`config.mk`:
```
export PLATFORM = sky130hd
export DESIGN_NAME = vscale_htif_pcr_responder
export DESIGN_NICKNAME = d
export VERILOG_FILES = /design/src/rtl/vscale_htif_pcr_responder.sv
export SDC_FILE = /design/constraint.sdc
export NUM_CORES = 1
export LEC_CHECK = 0
export CAP_MARGIN = 0
export CORE_MARGIN = 5
export CORE_UTILIZATION = 47
export DETAILED_ROUTE_END_ITERATION = 6
export PLACE_DENSITY = 0.8
export SYNTH_ARGS = -nofsm -noshare
export SYNTH_HDL_FRONTEND = slang
export SYNTH_SLANG_ARGS = --single-unit
```
`constraint.sdc`:
```
create_clock -name clk -period 2.4 [get_ports clk]
set_input_delay 0.36 -clock clk [delete_from_list [all_inputs] [get_ports clk]]
set_output_delay 0.36 -clock clk [all_outputs]
set_load 0.02 [all_outputs]
```
`src/rtl/vscale_htif_pcr_responder.sv`:
```
// vscale_htif_pcr_responder
//   Core-side responder for the HTIF PCR request/response channel. It services
//   host reads and writes to the tohost/fromhost mailbox CSRs and returns one
//   response per accepted request. The response data is the register value
//   before the access. A host read of tohost also clears tohost.
//
// Ports
//   clk                    clock
//   reset                  synchronous, active-low reset
//   i_htif_pcr_req_valid   host request valid
//   o_htif_pcr_req_ready   responder can accept a request (IDLE)
//   i_htif_pcr_req_rw      1 = write, 0 = read
//   i_htif_pcr_req_addr    CSR address
//   i_htif_pcr_req_data    write data
//   o_htif_pcr_resp_valid  response valid (RESP)
//   i_htif_pcr_resp_ready  host accepts response
//   o_htif_pcr_resp_data   response data (old register value)
//   i_core_tohost_wen      core writes tohost this cycle
//   i_core_tohost_wdata    core tohost write data
//   o_core_tohost_busy     tohost != 0
//   i_core_fromhost_clr    core clears fromhost this cycle
//   o_fromhost             current fromhost value
//   o_fromhost_valid       fromhost != 0
module vscale_htif_pcr_responder #(
  parameter int PCR_WIDTH  = 64,
  parameter int ADDR_WIDTH = 12,
  parameter logic [ADDR_WIDTH-1:0] ADDR_TOHOST   = 12'h780,
  parameter logic [ADDR_WIDTH-1:0] ADDR_FROMHOST = 12'h781
) (
  input  logic                  clk,
  input  logic                  reset,
  input  logic                  i_htif_pcr_req_valid,
  output logic                  o_htif_pcr_req_ready,
  input  logic                  i_htif_pcr_req_rw,
  input  logic [ADDR_WIDTH-1:0] i_htif_pcr_req_addr,
  input  logic [PCR_WIDTH-1:0]  i_htif_pcr_req_data,
  output logic                  o_htif_pcr_resp_valid,
  input  logic                  i_htif_pcr_resp_ready,
  output logic [PCR_WIDTH-1:0]  o_htif_pcr_resp_data,
  input  logic                  i_core_tohost_wen,
  input  logic [PCR_WIDTH-1:0]  i_core_tohost_wdata,
  output logic                  o_core_tohost_busy,
  input  logic                  i_core_fromhost_clr,
  output logic [PCR_WIDTH-1:0]  o_fromhost,
  output logic                  o_fromhost_valid
);

  typedef enum logic [0:0] {
    IDLE = 1'b0,
    RESP = 1'b1
  } state_t;

  state_t               r_state;
  state_t               w_state_next;
  logic [PCR_WIDTH-1:0] r_tohost;
  logic [PCR_WIDTH-1:0] r_fromhost;
  logic [PCR_WIDTH-1:0] r_resp_data;

  logic                 w_accept;
  logic                 w_hit_tohost;
  logic                 w_hit_fromhost;
  logic [PCR_WIDTH-1:0] w_read_value;

  assign w_hit_tohost   = (i_htif_pcr_req_addr == ADDR_TOHOST);
  assign w_hit_fromhost = (i_htif_pcr_req_addr == ADDR_FROMHOST);

  // Next-state and handshake outputs.
  always_comb begin
    w_state_next          = r_state;
    w_accept              = 1'b0;
    o_htif_pcr_req_ready  = 1'b0;
    o_htif_pcr_resp_valid = 1'b0;
    case (r_state)
      IDLE: begin
        o_htif_pcr_req_ready = 1'b1;
        if (i_htif_pcr_req_valid) begin
          w_accept     = 1'b1;
          w_state_next = RESP;
        end
      end
      RESP: begin
        o_htif_pcr_resp_valid = 1'b1;
        if (i_htif_pcr_resp_ready) begin
          w_state_next = IDLE;
        end
      end
      default: w_state_next = IDLE;
    endcase
  end

  // Pre-access value of the addressed register; unmapped addresses read 0.
  always_comb begin
    w_read_value = '0;
    if (w_hit_tohost) begin
      w_read_value = r_tohost;
    end else if (w_hit_fromhost) begin
      w_read_value = r_fromhost;
    end
  end

  always_ff @(posedge clk) begin
    if (!reset) begin
      r_state     <= IDLE;
      r_resp_data <= '0;
    end else begin
      r_state <= w_state_next;
      if (w_accept) begin
        r_resp_data <= w_read_value;
      end
    end
  end

  // Core write has priority over any host access to tohost; a host read
  // otherwise consumes (clears) the mailbox.
  always_ff @(posedge clk) begin
    if (!reset) begin
      r_tohost <= '0;
    end else if (i_core_tohost_wen) begin
      r_tohost <= i_core_tohost_wdata;
    end else if (w_accept && w_hit_tohost) begin
      r_tohost <= i_htif_pcr_req_rw ? i_htif_pcr_req_data : '0;
    end
  end

  // A host write to fromhost wins over a simultaneous core clear.
  always_ff @(posedge clk) begin
    if (!reset) begin
      r_fromhost <= '0;
    end else if (w_accept && w_hit_fromhost && i_htif_pcr_req_rw) begin
      r_fromhost <= i_htif_pcr_req_data;
    end else if (i_core_fromhost_clr) begin
      r_fromhost <= '0;
    end
  end

  assign o_htif_pcr_resp_data = r_resp_data;
  assign o_core_tohost_busy   = (r_tohost != '0);
  assign o_fromhost           = r_fromhost;
  assign o_fromhost_valid     = (r_fromhost != '0);

endmodule

```
After elaboration in Yosys (flattened, before gate mapping)
Index checks and enable logic that the tools add are counted.

cells by class
  bitwise logic cells = 1
  mux-type cells = 13
  reduce and logical (&&, ||, !) cells = 7
  equality and inequality tests = 2

operators by type and width
  operator                                                number
  two-way mux 64 bit                                      7
  nonzero test 64 bit                                     2
  equality test 12 x 11 -> 1 bit (second input constant)  2
  two-way mux 1 bit                                       5
  nonzero test 2 bit                                      2
  logical AND 1 bit                                       3
  case mux 1 bit (2 select lines)                         1
  inverter 1 bit                                          1

word-level totals
  register bits = 193
  word-level logic and storage cells = 27
  bits of input ports = 147

Depth between registers and ports, before layout
Gate-level depths: netlist (run 1).

  word-level depth = 5
  gate-level depth with buffers = 7
  gate-level depth less buffers = 4

Worst setup path after synthesis (run 1)
OpenSTA, ideal clock, no wires.

  path type = in2reg
  start = in i_htif_pcr_req_addr[2]
  end = reg r_resp_data[36], in the netlist o_htif_pcr_resp_data[36]
  data required time = 2.334 ns
  stages = 5
  arrival time = 1.900 ns
  setup slack = 0.434 ns
  library setup time = 0.066 ns
  buffers on the path = 1
  path through = or4b_4 nor4_4 buf_6 a22oi_2 a21boi_2

between the ends
  cells in the longest elaborated chain, start to end = 3
  elaborated cells between the ends (all ways) = 4

ends and longest elaborated chain
  element                         line  RTL
  start, declared                 35    input logic [ADDR_WIDTH-1:0] i_htif_pcr_req_addr,
  equality test 12 x 11 -> 1 bit  65    assign w_hit_fromhost = (i_htif_pcr_req_addr == ADDR_FROMHOST);
  two-way mux 64 bit              96    end else if (w_hit_fromhost) begin
  two-way mux 64 bit *            94    if (w_hit_tohost) begin
  end signal, assigned            108   r_resp_data <= w_read_value;
  end, declared                   57    logic [PCR_WIDTH-1:0] r_resp_data;

Mark *: on every way between the ends. The rest lies on a longest branch, timed or not.
A chain may end at the register's enable or synchronous reset.

Worst setup path after layout (run 1)
  start = reg r_fromhost[22], in the netlist o_fromhost[22]
  end = out o_fromhost_valid

between the ends
  cells in the longest elaborated chain, start to end = 1

ends and longest elaborated chain
  element                 line  RTL
  start, declared         56    logic [PCR_WIDTH-1:0] r_fromhost;
  start signal, assigned  130   r_fromhost <= i_htif_pcr_req_data;
  nonzero test 64 bit     139   assign o_fromhost_valid = (r_fromhost != '0);
  end, declared           45    output logic o_fromhost_valid

No other way between the ends.

==> results of run 1 <==
what timing repair did:
item | CTS | global route
endpoints found under the hold margin | 0 | 0
pin swaps | 6 | 2
resized for setup | 34 | 2
endpoints found under the setup margin | 2 | 2
setup buffers | 0 | 0
cells by family (layout without fill, tap and decap cells):
family	after synthesis	count (layout)	share of synthesized area (%)
AO/OA/AOI/OAI	321	321	33.29
AND/OR/NAND/NOR	302	302	18.53
flip-flops	193	193	43.19
buffers and inverters	91	419	4.993
through the flow:
step	worst slack (ns)	power (mW)
after floorplan	0.4342	3.677
after global placement	-0.2609	4.093
after detailed placement	-0.2422	4.101
after CTS	-0.04630	6.914
after global routing	-0.07412	7.134
final	-0.02983	6.914
state kept, by name, summed over array words and instances (netlist names):
| signal | count |
|---|---|
| o_fromhost | 64 |
| o_htif_pcr_resp_data | 64 |
| r_state | 1 |
| r_tohost | 64 |
cell usage in the layout, fill, tap and decap left out, types with 24 or more instances in the layout:
| cell | synthesis | final |
|---|---|---|
| o21ai_0 | 24 | 24 |
| nand2_1 | 129 | 129 |
| buf_4 | 0 | 97 |
| a21boi_1 | 68 | 68 |
| a21o_1 | 40 | 40 |
| nor3_1 | 48 | 48 |
| dfxtp_1 | 193 | 186 |
| nand3b_1 | 64 | 64 |
| clkdlybuf4s50_1 | 0 | 273 |
| a22oi_2 | 60 | 60 |
| a32o_1 | 40 | 40 |
| a21boi_2 | 60 | 60 |
| a211oi_1 | 24 | 24 |
worst register-to-register path, stage by stage (launching register included):
cell and delay [ns]:
dfxtp_1 0.38, nand2b_2 0.29, nor4_4 0.37, buf_4 0.37, a22oi_2 0.17, a21boi_2 0.18
layer usage:
| metal | share of wire [%] | vias up |
|---|---|---|
| li1 | - | 4023 |
| met1 | 40 | 4302 |
| met2 | 47 | 575 |
| met3 | 9.9 | 89 |
| met4 | 3.5 | 0 |
| met5 | 0 | - |
cell type report:
| cell class | instances | area, um2 | share of cell area [%] |
|---|---|---|---|
| Clock buffer | 20 | 466.7 | 3.527 |
| Clock inverter | 12 | 121.4 | 0.9173 |
| Inverter | 2 | 7.507 | 0.05674 |
| Multi-Input combinational cell | 623 | 4757 | 35.95 |
| Sequential cell | 193 | 3872 | 29.27 |
| Tap cell | 234 | 292.8 | 2.213 |
| Timing Repair Buffer | 385 | 3714 | 28.07 |
power breakdown:
| group | internal [mW] | switching, mW |
|---|---|---|
| registers | 3.27 | 0.0812 |
| logic | 0.401 | 0.303 |
| clock network | 1.54 | 1.32 |
worst min-delay path by stage:
stage / slack (ns) / end / cells after the start
3_3_place_gp: 0.44 / o_htif_pcr_resp_data[48] / 2
6_report: 0.45 / o_htif_pcr_resp_data[48] / 2
5_1_grt: 0.47 / o_htif_pcr_resp_data[48] / 2
2_1_floorplan: 0.47 / r_tohost[0] / 1
4_1_cts: 0.45 / o_htif_pcr_resp_data[48] / 2
3_5_place_dp: 0.44 / o_htif_pcr_resp_data[48] / 2
==> impl_metrics.json, run 1 <==
{
  "synth.yosys.seq_area_share_pct": 43.19,
  "drv_slew": 0,
  "fmax_ghz": 0.4116,
  "critPathCapture": "o_fromhost_valid",
  "r2r-end": "o_htif_pcr_resp_data[26]",
  "cp_max_fo": 2,
  "numClockSinks": 193,
  "met1_usage_pct": 39.08,
  "critPathLaunchType": "flop",
  "worst_pin_slew_ns": 1.074,
  "place_area_um2": 12520,
  "vias": 8989,
  "rsz0062_at_grt": "yes",
  "critPathKind": "flop to output port",
  "dp.cells": 1437,
  "cp_top_family": "simple AND/OR/NAND/NOR gates",
  "cts_root_buf": "clkbuf_16",
  "cp_cell_sequence": "nor4_4 > buf_4 > nand4_1 > or4_4 > buf_6",
  "max_stage_delay_ns": 0.58,
  "track_usage_pct": 29.91,
  "crit_required_ns": 2.04,
  "cap_viol_max_count": 0,
  "io_pins": 279,
  "synth_top_cell_area_share_pct": 43.19,
  "violations": "setup timing",
  "grt_pass1_vias": 9002,
  "die_w_um": 148.0,
  "drc": 0,
  "use_met3_pct": 7.480,
  "ys_types": 36,
  "io_buffer_count": 278,
  "ant_nets": 0,
  "cp.buffers_inverters": 2,
  "nets": 1369,
  "synth_ff_type": "dfxtp_1",
  "cts_buffer_depth": 2,
  "setup_ws_ns": -0.02983,
  "whs_ns": 0.4486,
  "layout-drive-gt1-share_pct": 23.64,
  "ctsHoldBuffers": 0,
  "hold_path.startpoint": "o_htif_pcr_resp_data[48]",
  "syn_nets": 1054,
  "cts_tree": "built",
  "syn_area_um2": 8946,
  "wirelength_mm": 33.73,
  "async_flop_share_pct": 0,
  "cts_buffers": 17,
  "synth_area_leader_cell": "dfxtp_1",
  "grt_overflow": 0,
  "ys_top_cells_by_count": "dfxtp_1 (193), nand2_1 (129), a21boi_1 (68), clkbuf_1 (64), nand3b_1 (64)",
  "slowest_stage": "or4_4",
  "antenna_found_initial": 0,
  "cp_data_arrival_time_ns": 2.07,
  "max-vdd-ir-drop_v": 0.0005213,
  "synth-edff-count": 0,
  "place.gp.congestion": 0.8508,
  "synth_area_leaders": "dfxtp_1 (43%), a22oi_2 (8.4%), a21boi_2 (7.6%)",
  "ys_ff_latch": 193,
  "run_status": "complete, but fails checks",
  "grt_pass1_wl_mm": 51.42,
  "top_usage_layer": "met2",
  "die_h_um": 148.0,
  "clk_pin_slew_ns": 0.07,
  "floorplan.initialDensity_pct": 47.83,
  "cp_num_cells": 5,
  "synthCells": 907,
  "finalCriticalPeriod_ns": 2.430,
  "powerDensity_nw_per_um2": 522.5,
  "reg2reg_slack_ns": 0.57,
  "fin_cells": 1469,
  "stdcell_area_um2": 13230,
  "drtIter0Drc": 982,
  "htree_levels": 4,
  "setup_viol": 2,
  "hold_violations": 0,
  "utilization_pct": 70.74,
  "antenna_cells": 0,
  "setup.worst_path.start": "o_fromhost[22]",
  "nFillCells": 1391,
  "rows": 50,
  "yosysMostFrequentCell": "dfxtp_1",
  "max-slew-margin-rel_pct": 28.43,
  "period_share_pct": 101.2,
  "die_area_um2": 21890,
  "setup_tns_ns": -0.05666,
  "grt.met2_usage_pct": 47.07,
  "hpwl_mm": 23.60,
  "grt_max_degree": 154,
  "insertion_delay_ns": 0.43,
  "drt_pass1_iterations": 6,
  "finalClockSkew_ns": 0.007241,
  "ys_warn_count": 0,
  "hp-class": "flop to flop",
  "post_drt_wl_per_cell_um": 22.96,
  "coreArea_um2": 18710,
  "vias_per_cell": 6.119,
  "synth.avg_cell_area_um2": 9.863,
  "crit_path_end_kind": "output port",
  "ff2ff_path_depth": 5,
  "r2r_start": "r_state",
  "syn_to_final_growth_pct": 47.90,
  "power.leakage_nw": 4.694
}
Note: power is estimated with default switching activity, not from simulation.
==> run 2: changes to the inputs <==
==> constraint.sdc (replaced) <==
create_clock -name clk -period 2.6 [get_ports clk]
set_input_delay 0.39 -clock clk [delete_from_list [all_inputs] [get_ports clk]]
set_output_delay 0.39 -clock clk [all_outputs]
set_load 0.02 [all_outputs]
==> run 2 against run 1 <==
The run now ends clean. Utilization is 2.3 points lower. Clock power is 12% lower. Design area is 3.2% lower. First-iteration DRC count is 16% lower. Flip-flop and latch count stayed put. Sequential power is 7.5% lower. Sequential share of layout area is 0.90 points higher. Largest power group unchanged.
==> impl_metrics.json, run 2 (synthesized netlist as in run 1, its figures left out) <==
{
  "cts_buffers": 17,
  "finalCriticalPeriod_ns": 2.550,
  "rows": 50,
  "setup_viol": 0,
  "cts_tree": "built",
  "post-place-ws_ns": -0.1249,
  "grt_max_degree": 79,
  "die_area_um2": 21890,
  "track_usage_pct": 29.38,
  "htree_levels": 4,
  "crit_required_ns": 2.21,
  "critPathKind": "flop to output port",
  "finalClockSkew_ns": 0.006953,
  "met1_usage_pct": 39.32,
  "p_total_mw": 6.250,
  "cp_max_fo": 3,
  "setup_ws_ns": 0.04994,
  "period_share_pct": 98.08,
  "regArea_um2": 3864,
  "vias": 8767,
  "ant_nets": 0,
  "place_area_um2": 12140,
  "post_drt_wl_per_cell_um": 23.62,
  "setup_tns_ns": 0,
  "power.leakage_nw": 4.408,
  "grt_pass1_wl_mm": 50.11,
  "grt_pass1_vias": 8550,
  "drc": 0,
  "syn_to_final_growth_pct": 43.15,
  "top_usage_layer": "met2",
  "max-vdd-ir-drop_v": 0.0004723,
  "vias_per_cell": 6.170,
  "nFillCells": 1450,
  "drt_pass1_iterations": 6,
  "fmax_ghz": 0.3921,
  "insertion_delay_ns": 0.43,
  "drtIter0Drc": 823,
  "powerDensity_nw_per_um2": 488.0,
  "wirelength_mm": 33.57,
  "use_met3_pct": 5.487,
  "hp-class": "input pin to flop",
  "coreArea_um2": 18710,
  "numClockSinks": 193,
  "layout-drive-gt1-share_pct": 20.07,
  "worst_pin_slew_ns": 0.7322,
  "ctsHoldBuffers": 0,
  "cp_data_arrival_time_ns": 2.16,
  "io_pins": 279,
  "layout_common_cells": "clkdlybuf4s50_1 (273), dfxtp_1 (193), nand2_1 (129), a21boi_1 (68), nand3b_1 (64)",
  "final_common_cell": "clkdlybuf4s50_1",
  "cts_buffer_depth": 2,
  "run_status": "completed",
  "floorplan.initialDensity_pct": 47.83,
  "grt.met2_usage_pct": 46.06,
  "hold_violations": 0,
  "cts_root_buf": "clkbuf_16",
  "place.gp.congestion": 0.8800,
  "nets": 1320,
  "max-slew-margin-rel_pct": 51.19,
  "drv_slew": 0,
  "cp_cell_sequence": "nor4_2 > buf_4 > nand4_1 > or4_4 > buf_2",
  "antenna_found_initial": 1,
  "grt_overflow": 0,
  "die_w_um": 148.0,
  "max_stage_delay_ns": 0.58,
  "crit_path_end_kind": "output port",
  "hpwl_mm": 22.74,
  "stdcell_area_um2": 12810,
  "critPathLaunchType": "flop",
  "slowest_stage": "or4_4",
  "cap_viol_max_count": 0,
  "rsz0062_at_grt": "no",
  "die_h_um": 148.0,
  "clk_pin_slew_ns": 0.08,
  "multiInputGateArea_um2": 4765,
  "io_buffer_count": 278
}
[run 2: changes by cell type in the layout (fill, tap and decap cells not counted), moves of 3 or more]
cell,previous run,this run
buf_4,97,49
clkbuf_8,3,0
clkinv_4,1,6
dfxtp_1,186,193
dfxtp_2,7,0
nor4_2,7,10
[run 2: through the flow]
step / utilization, % / instances / hold slack, ns
floorplan: - / 907 / 0.4998
global placement: 64.92 / 1388 / 0.4406
detailed placement: 64.92 / 1388 / 0.4449
CTS: 68.25 / 1420 / 0.3460
global route: 68.46 / 1421 / 0.3551
finish: 68.46 / 1421 / 0.3585
[run 2: what timing repair did]
item	CTS	global route
setup endpoints to repair	2	2
resized for setup	19	7
setup buffers	0	0
pin swaps	1	0
[run 2: metal layers]
layer	vias up	share of wire, %
met2	532	47
li1	3926	-
met1	4220	41
met3	89	8.5
met5	-	0
met4	0	4.3
[run 2: worst paths after layout]
check | from | cells after the start | to | slack (ns)
worst min register to register | o_htif_pcr_resp_data[47] | 2 | o_htif_pcr_resp_data[47] | 0.45
worst min-delay path | reset | 2 | o_fromhost[44] | 0.36
worst max register to register | r_state | 5 | o_htif_pcr_resp_data[20] | 0.80
worst max-delay path | r_tohost[6] | 5 | o_core_tohost_busy | 0.05
[run 2: layout make-up]
type | instances | area share (%)
clock buffers | 18 | 3.351
flip-flops and latches | 193 | 30.17
clock inverters | 14 | 0.9770
diodes | 1 | 0.01954
repair buffers | 336 | 25.93
well taps | 234 | 2.286
inverters | 2 | 0.05862
multi-input cells | 623 | 37.21
[run 2: power breakdown]
part | internal (mW) | switching (mW) | total (mW)
registers | 3.02 | 0.0776 | 3.10
logic | 0.365 | 0.275 | 0.640
clock network | 1.26 | 1.25 | 2.51
[run 2: worst max-delay path, delay by kind of cell (launching register included)]
kind	cells	cell delay, ns
simple gates	3	1.03
buf+inv	2	0.35
flops	1	0.35
==> run 3: changes to the inputs <==
--- a/config.mk
+++ b/config.mk
@@ -13,3 +13,4 @@
 export SYNTH_ARGS = -nofsm -noshare
 export SYNTH_HDL_FRONTEND = slang
 export SYNTH_SLANG_ARGS = --single-unit
+export TNS_END_PERCENT = 20
==> results of run 3 <==
No change in the layout: final DEF, timing and power equal those of run 2.
